$ cat src/rtl/iiitb_sipo_if.sv
// Parallel/serial bus between the SIPO deserializer and its neighbours.
// Latency: none (wires only). Backpressure: out_ready qualifies out_valid.
// The serial source and parallel sink act as master; the deserializer is the slave.
interface iiitb_sipo_if #(
    parameter int WIDTH = 8
);
    logic             sin_start;
    logic             data_in;
    logic             out_ready;
    logic [WIDTH-1:0] data_out;
    logic             out_valid;
    logic             busy;
    logic             overrun;
    logic             parity_err;

    modport master (
        output sin_start, data_in, out_ready,
        input  data_out, out_valid, busy, overrun, parity_err
    );

    modport slave (
        input  sin_start, data_in, out_ready,
        output data_out, out_valid, busy, overrun, parity_err
    );
endinterface

$ cat src/rtl/iiitb_sipo.sv
// Serial-in parallel-out deserializer, LSB first, framed by a start strobe.
// Latency: word visible WIDTH cycles after bit 0 (WIDTH+1 with SIPO_PARITY_EN).
// Backpressure: one holding register; a completed word is dropped with an overrun pulse when it is full.
module iiitb_sipo #(
    parameter int WIDTH      = 8,
    parameter int ODD_PARITY = 0
) (
    input logic        clk,
    input logic        rst,
    iiitb_sipo_if.slave bus
);
    localparam int CW = $clog2(WIDTH) + 1;
    localparam int IW = CW - 1;

    typedef enum logic [1:0] {
        IDLE  = 2'd0,
        SHIFT = 2'd1
`ifdef SIPO_PARITY_EN
        ,PAR  = 2'd2
`endif
    } state_t;

    state_t           state_q, state_d;
    logic [CW-1:0]    cnt_q, cnt_d;
    logic [WIDTH-1:0] shreg_q, shreg_d;
    logic             commit;
    logic [WIDTH-1:0] word;
    logic [WIDTH-1:0] data_q;
    logic             valid_q;
    logic             ovr_q;
`ifdef SIPO_PARITY_EN
    logic             word_perr;
    logic             perr_q;
`endif

    always_ff @(posedge clk or negedge rst) begin
        if (!rst) begin
            state_q <= IDLE;
            cnt_q   <= '0;
            shreg_q <= '0;
        end else begin
            state_q <= state_d;
            cnt_q   <= cnt_d;
            shreg_q <= shreg_d;
        end
    end

    // A start strobe always wins: it restarts capture from any state.
    always_comb begin
        state_d = state_q;
        cnt_d   = cnt_q;
        shreg_d = shreg_q;
        commit  = 1'b0;
        word    = shreg_q;
`ifdef SIPO_PARITY_EN
        word_perr = 1'b0;
`endif
        if (bus.sin_start) begin
            state_d = SHIFT;
            cnt_d   = CW'(1);
            shreg_d = WIDTH'(bus.data_in);
        end else begin
            case (state_q)
                IDLE: ;
                SHIFT: begin
                    shreg_d[cnt_q[IW-1:0]] = bus.data_in;
                    cnt_d = cnt_q + CW'(1);
                    if (cnt_q == CW'(WIDTH - 1)) begin
`ifdef SIPO_PARITY_EN
                        state_d = PAR;
`else
                        state_d = IDLE;
                        cnt_d   = '0;
                        commit  = 1'b1;
                        word    = shreg_d;
`endif
                    end
                end
`ifdef SIPO_PARITY_EN
                PAR: begin
                    state_d   = IDLE;
                    cnt_d     = '0;
                    commit    = 1'b1;
                    word      = shreg_q;
                    word_perr = ((^shreg_q) ^ bus.data_in) != (ODD_PARITY != 0);
                end
`endif
                default: begin
                    state_d = IDLE;
                    cnt_d   = '0;
                end
            endcase
        end
    end

    // Commit and handshake share one register so a same-cycle drain and refill keeps out_valid high.
    always_ff @(posedge clk or negedge rst) begin
        if (!rst) begin
            data_q  <= '0;
            valid_q <= 1'b0;
            ovr_q   <= 1'b0;
`ifdef SIPO_PARITY_EN
            perr_q  <= 1'b0;
`endif
        end else begin
            ovr_q <= 1'b0;
            if (commit && (!valid_q || bus.out_ready)) begin
                data_q  <= word;
                valid_q <= 1'b1;
`ifdef SIPO_PARITY_EN
                perr_q  <= word_perr;
`endif
            end else if (commit) begin
                ovr_q <= 1'b1;
            end else if (valid_q && bus.out_ready) begin
                valid_q <= 1'b0;
            end
        end
    end

    assign bus.data_out  = data_q;
    assign bus.out_valid = valid_q;
    assign bus.busy      = (state_q != IDLE);
    assign bus.overrun   = ovr_q;
`ifdef SIPO_PARITY_EN
    assign bus.parity_err = perr_q;
`else
    logic unused_odd_parity;
    assign unused_odd_parity = (ODD_PARITY != 0);
    assign bus.parity_err    = 1'b0;
`endif
endmodule

$ cat src/flat_wrapper.sv
// flat-port wrapper written by rule: the top's interface ports become plain ports
module iiitb_sipo_flat 
#(
    parameter int WIDTH      = 8,
    parameter int ODD_PARITY = 0
)
  (clk, rst, bus_sin_start, bus_data_in, bus_out_ready, bus_data_out, bus_out_valid, bus_busy, bus_overrun, bus_parity_err);
  iiitb_sipo_if #(.WIDTH(WIDTH)) bus_i ();
  input logic clk;
  input logic rst;
  input wire logic [$bits(bus_i.sin_start)-1:0] bus_sin_start;
  input wire logic [$bits(bus_i.data_in)-1:0] bus_data_in;
  input wire logic [$bits(bus_i.out_ready)-1:0] bus_out_ready;
  output wire logic [$bits(bus_i.data_out)-1:0] bus_data_out;
  output wire logic [$bits(bus_i.out_valid)-1:0] bus_out_valid;
  output wire logic [$bits(bus_i.busy)-1:0] bus_busy;
  output wire logic [$bits(bus_i.overrun)-1:0] bus_overrun;
  output wire logic [$bits(bus_i.parity_err)-1:0] bus_parity_err;
  assign bus_i.sin_start = bus_sin_start;
  assign bus_i.data_in = bus_data_in;
  assign bus_i.out_ready = bus_out_ready;
  assign bus_data_out = bus_i.data_out;
  assign bus_out_valid = bus_i.out_valid;
  assign bus_busy = bus_i.busy;
  assign bus_overrun = bus_i.overrun;
  assign bus_parity_err = bus_i.parity_err;
  iiitb_sipo #(.WIDTH(WIDTH), .ODD_PARITY(ODD_PARITY)) u_core (.clk(clk), .rst(rst), .bus(bus_i));
endmodule
$ cat config.mk
export PLATFORM = sky130hd
export DESIGN_NAME = iiitb_sipo_flat
export DESIGN_NICKNAME = d
export VERILOG_FILES = /design/src/rtl/iiitb_sipo_if.sv /design/src/rtl/iiitb_sipo.sv /design/src/flat_wrapper.sv
export SDC_FILE = /design/constraint.sdc
export NUM_CORES = 1
export LEC_CHECK = 0
export ABC_AREA = 1
export CORE_MARGIN = 5
export CORE_UTILIZATION = 50
export CTS_BUF_LIST = sky130_fd_sc_hd__clkbuf_8
export DETAILED_ROUTE_END_ITERATION = 6
export GPL_TIMING_DRIVEN = 0
export HOLD_SLACK_MARGIN = 0.15
export PLACE_DENSITY = 0.86
export REMOVE_ABC_BUFFERS = 1
export SLEW_MARGIN = 20
export SYNTH_ARGS = -nofsm -noshare
export SYNTH_HDL_FRONTEND = slang
export SYNTH_SLANG_ARGS = --single-unit
$ cat constraint.sdc
create_clock -name clk -period 1.1 [get_ports clk]
set_input_delay 0.22 -clock clk [delete_from_list [all_inputs] [get_ports clk]]
set_output_delay 0.22 -clock clk [all_outputs]
set_load 0.03 [all_outputs]
==> flow_summary.toml <==
[run_status]
status = "finished with violations"
violations = "setup timing"

[worst_setup_path]
critPathMaxStageDelay_ps = 420
path_cells = "ha_4 -> nand3_4 -> nor2_4 -> nand2_4 -> nand2_1 -> nand2_1"
slowest_stage = "dfrtp_2"
required_ps = 1260
critical_path.top_delay_family = "simple AND/OR/NAND/NOR gates"
ff2ff_path_depth = 6
cp.arrival_ps = 1350
start_kind = "register"
crit_top_cell = "nand2_1"
cp_max_fo = 8
worstPathBufferInverterCount = 0
end_kind = "register"
path_depth = 6
worstSetupPathType = "register to register"

[logic_synthesis]
netlist_instances = 142
synth_warnings = 0
ys_seq_elements = 23
yosysTopAreaCell = "dfrtp_1"
mappedNetlistArea_mm2 = 0.00118
ys_seq_area_share_pct = 48.8
yosysTopAreaCellShare_pct = 48.8
ys_types = 24
synth.area.top_cells = "dfrtp_1 (49%), nand2_1 (17%), nand3_1 (7.6%)"
avgSynthCellArea_um2 = 8.31

[die]
die_x_um = 58.6
core_mm2 = 0.00223
num_rows = 17
die_h_um = 58.6
initial_utilization_pct = 52.8
ios = 17
dieArea_mm2 = 0.00343

[cells_and_area]
layout_common_cells = "nand2_1 (53), dfrtp_1 (18), nand3_1 (17)"
nNetsFinal = 171
final_common_cell = "nand2_1"
drive_above_1_share_pct = 28.0
syn_to_final_growth_pct = 22.6
finalNonFillerCells = 192
antenna_cells = 0
fill_cells = 189

[placement]
dp_hpwl_um = 1730
routabilityCongestion = 0.831
place_inst = 181
io_buffers = 15

[clocking]
insertion_delay_ps = 260
clk_pin_slew_ps = 80
numCtsBuffers = 3
cts_buffer_depth = 2
clockRootBuffer = "clkbuf_8"
cts_tree = "yes"
h-tree-depth = 1
clkSinkCount = 23

[grt]
grt_max_degree = 24
grt_pass1_vias = 998
grt_pass1_wl_um = 4540
gr-total-overflow = 0
antenna_found_initial = 0
grt_usage_pct = 17.1

[sta]
final_max_slew_viol_count = 0
fin_ws_ps = -92.2
worstMarginPinSlew_ps = 511
rsz0062_at_grt = "yes"
max_freq_mhz = 839
setup_viol = 11
fin_crit_sh_pct = 108
final-hold-violation-count = 0
relSlewSlack_pct = 66.0
period_minus_slack_ps = 1190
clock_skew_ps = 3.59

[drt]
antenna_left = 0
routed_wl_um = 2640
wl_per_cell_um = 13.8
via_count = 1036
via_per_inst = 5.40
dr.pass1.iters = 4
drt-initial-drc-count = 38
post-route-drc-count = 0

[power_and_ir_drop]
total_power_mw = 1.85
peakVddDrop_v = 0.000852
powerDensity_mw_per_mm2 = 1280
leakage_nw = 0.777

[worst_hold_path]
hold_class = "input port to register"
hold_depth = 3

[flow_run]
cap_violations = 0
[cell usage after synthesis (all sizes together)]
cell and number:
inv 13, nand3 19, buf 4, nor2 7, o211ai 1, dfrtp 23
nand2 59, ha 1, a22oi 1, a22o 1, a21oi 1, conb 1
nand4 8, o21ai 3
[worst paths after layout]
check | startpoint | end | slack [ps]
worst min-delay path | bus_sin_start | u_core.state_q[0]$_DFFE_PN0P_ | 350
worst max register to register | u_core.cnt_q[1]$_DFFE_PN0P_ | u_core.bus.data_out[6]$_DFFE_PN0P_ | -90
worst max-delay path | u_core.cnt_q[1]$_DFFE_PN0P_ | u_core.bus.data_out[6]$_DFFE_PN0P_ | -90
min in group asynchronous | rst | u_core.bus.out_valid$_DFFE_PN0P_ | 460
worst min register to register | u_core.bus.data_out[0]$_DFFE_PN0P_ | u_core.bus.data_out[0]$_DFFE_PN0P_ | 470
max in group asynchronous | rst | u_core.cnt_q[1]$_DFFE_PN0P_ | 270
[per-layer routing]
metal  up-vias  GRT usage, %  wire, µm
li1        503             -         -
met1       487          22.3      1140
met2        42          26.8      1280
met3         4          5.48       191
met4         0          6.15        28
met5         -             0         0
[layout make-up]
class	count	area, µm²	share of cell area, %
well taps	28	35.0	2.42
repair buffers	22	161	11.2
clock inverters	1	3.75	0.260
multi-input cells	102	562	38.8
flip-flops and latches	23	582	40.2
clock buffers	3	41.3	2.85
inverters	13	61.3	4.24
[worst reg2reg max path, stage by stage (launching register included)]
cell     delay [ps]
dfrtp_2         420
ha_4            180
nand3_4          80
nor2_4          150
nand2_4         110
nand2_1          90
nand2_1          50
[power breakdown]
part	switching, mW	internal (mW)
Sequential	0.0579	0.899
Combinational	0.249	0.137
Clock	0.257	0.249
[per-stage QoR]
step	setup slack, ps	cell area (µm²)	hold slack (ps)	util (%)	TNS [ps]
after global routing	-174	1450	360	64.8	-1610
after detailed placement	-426	1340	459	59.8	-16660
after global placement	-384	1340	454	59.8	-15280
after floorplan	-225	1150	-75.6	-	-2100
final	-92.2	1450	348	64.8	-715
after CTS	-150	1410	270	63.1	-776
[flip-flops by register name (all words and copies together) (netlist names)]
signal,cells
u_core.cnt_q,4
u_core.shreg_q,8
u_core.bus.data_out,8
u_core.state_q,1
u_core.bus.overrun,1
u_core.bus.out_valid,1
[logic make-up after synthesis]
| group | after synthesis | share of synthesized area (%) |
|---|---|---|
| AND/OR/NAND/NOR | 93 | 39.1 |
| flip-flops | 23 | 48.8 |
| buffers and inverters | 17 | 7.00 |
| AO/OA/AOI/OAI | 7 | 3.71 |
| adder cells (fa/ha/maj) | 1 | 1.06 |
| other | 1 | 0.318 |
[what timing repair did]
item                       4_1_cts  5_1_grt
hold endpoints to repair         0       23
buffers inserted                 4        2
hold buffers                     0        1
pin swaps                        7        2
resized for setup               71       11
setup endpoints to repair       57       21
Note: power is estimated with default switching activity, not from simulation.
